==> src/rtl/fifo_arb_pkg.sv <==
// Shared types and default parameters for the FIFO write-side arbiter.
// The beat counter width is derived from the burst length by beat_width().
package fifo_arb_pkg;

  typedef enum logic {
    IDLE  = 1'b0,
    BURST = 1'b1
  } state_t;

  localparam int DEF_NUM_REQ   = 4;
  localparam int DEF_DATA_W    = 8;
  localparam int DEF_CNT_W     = 6;
  localparam int DEF_BURST_MAX = 4;
  localparam int DEF_HIGH_WM   = 28;

  // grant_id is 3 bits wide, which covers up to 8 requesters.
  localparam int ID_W = 3;

  // The counter must be able to hold the value BURST_MAX itself.
  function automatic int beat_width(input int burst_max);
    return $clog2(burst_max + 1);
  endfunction

endpackage

==> src/rtl/rr_picker.sv <==
// Combinational round-robin picker: returns the first set request bit
// found by searching upward from last_grant+1 and wrapping to index 0.
module rr_picker
  import fifo_arb_pkg::*;
#(
  parameter int NUM_REQ = DEF_NUM_REQ
) (
  input  logic [NUM_REQ-1:0] req,
  input  logic [ID_W-1:0]    last_grant,
  output logic [ID_W-1:0]    winner,
  output logic               any_req
);

  logic found;

  // NOTE: every variable is given a default before the loops so no path
  // leaves it unassigned; otherwise synthesis would infer a latch.
  always_comb begin
    winner  = '0;
    found   = 1'b0;
    any_req = |req;
    // Indices above the last winner take precedence over the wrapped ones.
    for (int i = 0; i < NUM_REQ; i++) begin
      if (!found && req[i] && (ID_W'(i) > last_grant)) begin
        found  = 1'b1;
        winner = ID_W'(i);
      end
    end
    for (int i = 0; i < NUM_REQ; i++) begin
      if (!found && req[i] && (ID_W'(i) <= last_grant)) begin
        found  = 1'b1;
        winner = ID_W'(i);
      end
    end
  end

endmodule

==> src/rtl/fifo_wr_arbiter.sv <==
// Round-robin arbiter that grants one FIFO write port to several producers
// for bounded bursts, throttled by FIFO occupancy and stalled on full.
module fifo_wr_arbiter
  import fifo_arb_pkg::*;
#(
  parameter int NUM_REQ   = DEF_NUM_REQ,
  parameter int DATA_W    = DEF_DATA_W,
  parameter int CNT_W     = DEF_CNT_W,
  parameter int BURST_MAX = DEF_BURST_MAX,
  parameter int HIGH_WM   = DEF_HIGH_WM
) (
  input  logic                      clk,
  input  logic                      rst,
  input  logic [NUM_REQ-1:0]        req_valid,
  input  logic [NUM_REQ*DATA_W-1:0] req_data,
  input  logic [NUM_REQ-1:0]        req_last,
  output logic [NUM_REQ-1:0]        req_ready,
  output logic                      fifo_wr_en,
  output logic [DATA_W-1:0]         fifo_data,
  input  logic                      fifo_full,
  input  logic [CNT_W-1:0]          fifo_counter,
  output logic                      grant_valid,
  output logic [ID_W-1:0]           grant_id
);

  localparam int BW = beat_width(BURST_MAX);

  state_t            state;
  logic [ID_W-1:0]   last_grant;
  logic [ID_W-1:0]   winner;
  logic              any_req;
  logic [BW-1:0]     beat_cnt;
  logic              sel_valid;
  logic              sel_last;
  logic [DATA_W-1:0] sel_data;
  logic              burst_done;

  rr_picker #(.NUM_REQ(NUM_REQ)) u_picker (
    .req        (req_valid),
    .last_grant (last_grant),
    .winner     (winner),
    .any_req    (any_req)
  );

  // Route the granted requester to the FIFO; nothing is driven while IDLE.
  always_comb begin
    sel_valid  = 1'b0;
    sel_last   = 1'b0;
    sel_data   = '0;
    req_ready  = '0;
    fifo_wr_en = 1'b0;
    fifo_data  = '0;
    for (int i = 0; i < NUM_REQ; i++) begin
      if (grant_id == ID_W'(i)) begin
        sel_valid = req_valid[i];
        sel_last  = req_last[i];
        sel_data  = req_data[i*DATA_W +: DATA_W];
      end
    end
    if (state == BURST) begin
      for (int i = 0; i < NUM_REQ; i++) begin
        if (grant_id == ID_W'(i)) req_ready[i] = !fifo_full;
      end
      fifo_wr_en = sel_valid && !fifo_full;
      fifo_data  = sel_data;
    end
  end

  // A full FIFO neither transfers nor ends the burst.
  assign burst_done = (fifo_wr_en && (sel_last || (beat_cnt == BW'(BURST_MAX - 1))))
                    || (!sel_valid && !fifo_full);

  // NOTE: sequential state uses non-blocking assignments so every register
  // samples pre-edge values, independent of statement order.
  always_ff @(posedge clk or negedge rst) begin
    if (!rst) begin
      state       <= IDLE;
      grant_valid <= 1'b0;
      grant_id    <= '0;
      beat_cnt    <= '0;
      last_grant  <= ID_W'(NUM_REQ - 1);
    end else begin
      case (state)
        IDLE: begin
          if (any_req && (fifo_counter < CNT_W'(HIGH_WM))) begin
            state       <= BURST;
            grant_valid <= 1'b1;
            grant_id    <= winner;
            last_grant  <= winner;
            beat_cnt    <= '0;
          end
        end
        BURST: begin
          if (fifo_wr_en) beat_cnt <= beat_cnt + BW'(1);
          if (burst_done) begin
            state       <= IDLE;
            grant_valid <= 1'b0;
            grant_id    <= '0;
          end
        end
        default: state <= IDLE;
      endcase
    end
  end

endmodule

==> config.mk <==
export PLATFORM = sky130hd
export DESIGN_NAME = fifo_wr_arbiter
export DESIGN_NICKNAME = d
export VERILOG_FILES = /design/src/rtl/fifo_arb_pkg.sv /design/src/rtl/rr_picker.sv /design/src/rtl/fifo_wr_arbiter.sv
export SDC_FILE = /design/constraint.sdc
export NUM_CORES = 1
export LEC_CHECK = 0
export CAP_MARGIN = 20
export CORE_ASPECT_RATIO = 0.5
export CORE_UTILIZATION = 30
export CTS_CLUSTER_SIZE = 16
export DETAILED_ROUTE_END_ITERATION = 10
export MAX_ROUTING_LAYER = met4
export PLACE_DENSITY = 0.78
export SYNTH_ARGS = -nofsm -noshare
export SYNTH_HDL_FRONTEND = slang
export SYNTH_SLANG_ARGS = --single-unit
==> constraint.sdc <==
create_clock -name clk -period 1.45 [get_ports clk]
set_input_delay 0.2175 -clock clk [delete_from_list [all_inputs] [get_ports clk]]
set_output_delay 0.2175 -clock clk [all_outputs]
set_load 0.02 [all_outputs]
==> reports/metrics.csv, run 1 <==
metric;value;unit
drt-wirelength-per-cell;16.4;µm
io_pins;66;
post_synth_num_cell_types;37;
ys_top_cells_by_count;mux4_2 (9), and2_1 (8), dfrtp_1 (7), nor2_1 (4), o21ai_0 (4);
cpMaxStageDelayCell;mux4_2;
antennaDiodeCount;0;
syn_to_final_growth;125;%
cts_tree;done;
num_rows;13;
vias;1001;
syn-cell-area;860;µm²
yosys_warnings;0;
vdd_drop_max;844;µV
synth_edf_count;0;
ys.flop_type;dfrtp_1;
numCtsBuffers;3;
hp-class;input pin to asynchronous set/reset pin;
grt_use_total;20.5;%
dp.cells;189;
setup_viol;22;
antenna_found_initial;0;
fin_ws;-348;ps
initial_core_util;32.4;%
grt_first_pass_wirelength;4480;µm
violations;negative setup slack;
fillers;173;
dieHeight;39.9;µm
rsz0062_at_grt;yes;
start_kind;register;
leakage;0.817;nW
grt_max_degree;10;
ff2ff_path_depth;8;
pre_cts_ws;-573;ps
overflow;0;
synth_top_cell_by_area;mux4_2;
drive_gt1_share;48.5;%
max_freq;556;MHz
cts_hold_buf;0;
cp-end-kind;output pin;
cts-root-buf;clkbuf_8;
skew;1.87;ps
syn_inst;82;
ys_seq_elements;9;
clk_latency;240;ps
path_class;register to output pin;
r2r_slack;-340;ps
synth.most_common_cell;mux4_2;
outcome;finished, violations left;
clock_path_buffers;2;
layout_min_cycle_time;1800;ps
coreArea;0.00265;mm²
final_util;73.0;%
synth_top_area_share;23.6;%
io_buffers;62;
dr.pass1.iters;4;
first_iter_violations;24;
wirelength;3300;µm
maxCapViolations;0;
die_area;0.00310;mm²
drt.antenna.violating_nets;0;
finalHoldViolations;0;
clk_pin_slew_worst_paths;50;ps
drv_slew;0;
async_reset_ff_share;100;%
gp_congestion;0.789;
grt_pass1_vias;942;
crit_chain;buf_12 > mux4_2 > and2_4 > buf_6;
syn_area_per_cell;10.5;µm²
arrival;1580;ps
synth_nets;133;
yosysSeqAreaShare;26.5;%
power.density;1670;mW/mm²
htreeDepth;1;
cts_num_sinks;9;
die_w;77.7;µm
rr_startpoint;grant_id[0];
final_nets;217;
stdcell_count;202;
finalCritPeriodShare;124;%
critPathRequiredTime;1230;ps
r2r_end;beat_cnt[2];
viasPerCell;4.96;
worstPathMaxFanout;7;
ys_top_cells_by_area;mux4_2 (24%), dfrtp_1 (20%), dfstp_2 (6.1%);
post-route-drc-count;0;
dpl.hpwl;2120;µm
slowest_delay;490;ps
[routing by layer]
layer	up-vias	track usage (%)	routed length, µm
met5	-	-	0
met4	0	4.25	17
met3	2	2.79	118
met2	27	40.9	1880
met1	495	23.0	1290
li1	477	-	-
[logic make-up (layout without fill, tap and decap cells)]
group | count (synthesis) | count (layout) | share of synthesized area [%]
fa+ha+maj | 2 | 2 | 2.91
mux | 9 | 9 | 23.6
simple gates | 33 | 33 | 24.7
flops | 9 | 9 | 26.5
compound gates | 18 | 18 | 15.1
other cells | 1 | 1 | 0.436
buf+inv | 10 | 93 | 6.70
[worst max path at each step]
stage	depth (start not counted)	end	slack, ps	from
after floorplan	4	fifo_data[2]	-140	grant_id[0]
after detailed placement	3	fifo_data[4]	-570	grant_id[0]
after global placement	3	fifo_data[7]	-550	grant_id[0]
after CTS	4	fifo_data[1]	-330	grant_id[0]
after global routing	8	beat_cnt[2]	-400	grant_id[0]
final	4	fifo_data[1]	-350	grant_id[0]
[power breakdown]
group          total (mW)  internal (mW)  switching, mW
Sequential          0.501          0.382          0.119
Combinational        2.42           1.43          0.997
Clock               0.303          0.189          0.114
Total                3.23           2.00           1.23
[placed cells by master, fill, tap and decap left out, types with 3 or more instances in the layout]
cell             synthesis  routed
buf_6                    1      20
dfrtp_1                  7       5
nor2_1                   4       4
a31o_1                   3       3
mux4_2                   9       9
clkbuf_8                 0       3
and2_4                   0       8
buf_12                   0       3
clkdlybuf4s50_1          0      47
a21o_1                   3       3
buf_4                    3      14
[cell type report]
cell class	instances	area, µm²	area share, %
clock inverter	1	5.00	0.259
multi-input combinational	63	726	37.5
clock buffer	3	41.3	2.13
tap	37	46.3	2.39
timing repair buffer	86	875	45.2
sequential	9	230	11.9
inverter	3	11.3	0.582
[registers in the layout (all words and copies together) (netlist names)]
signal	cells
grant_valid	1
last_grant	2
state	1
beat_cnt	3
grant_id	2
[critical path: cells and delay by family, from the launching register on]
kind                   cells  cell delay [ps]
AND/OR/NAND/NOR            1              150
flip-flops                 1              430
buffers and inverters      2              260
multiplexers               1              490
[what timing repair did]
| item | 4_1_cts | 5_1_grt |
|---|---|---|
| buffers inserted | 5 | 4 |
| pin swaps | 16 | 5 |
| cloned | 1 | 0 |
| setup endpoints to repair | 24 | 23 |
| resized for setup | 105 | 10 |
[metrics by stage]
stage	cell area [µm²]	TNS (ps)	hold slack (ps)	power, mW
detailed placement	1630	-9510	485	2.36
global placement	1630	-9290	477	2.31
global route	1930	-5830	307	3.39
floorplan	900	-985	-78.1	1.62
finish	1930	-4970	271	3.23
CTS	1880	-4260	297	3.06
Note: power is estimated with default switching activity, not from simulation.
==> run 2: changes to the inputs <==
Settings changed: CTS_CLUSTER_DIAMETER set to 60.
==> results of run 2 <==
Final layout, timing and power as in run 1 (identical DEF).
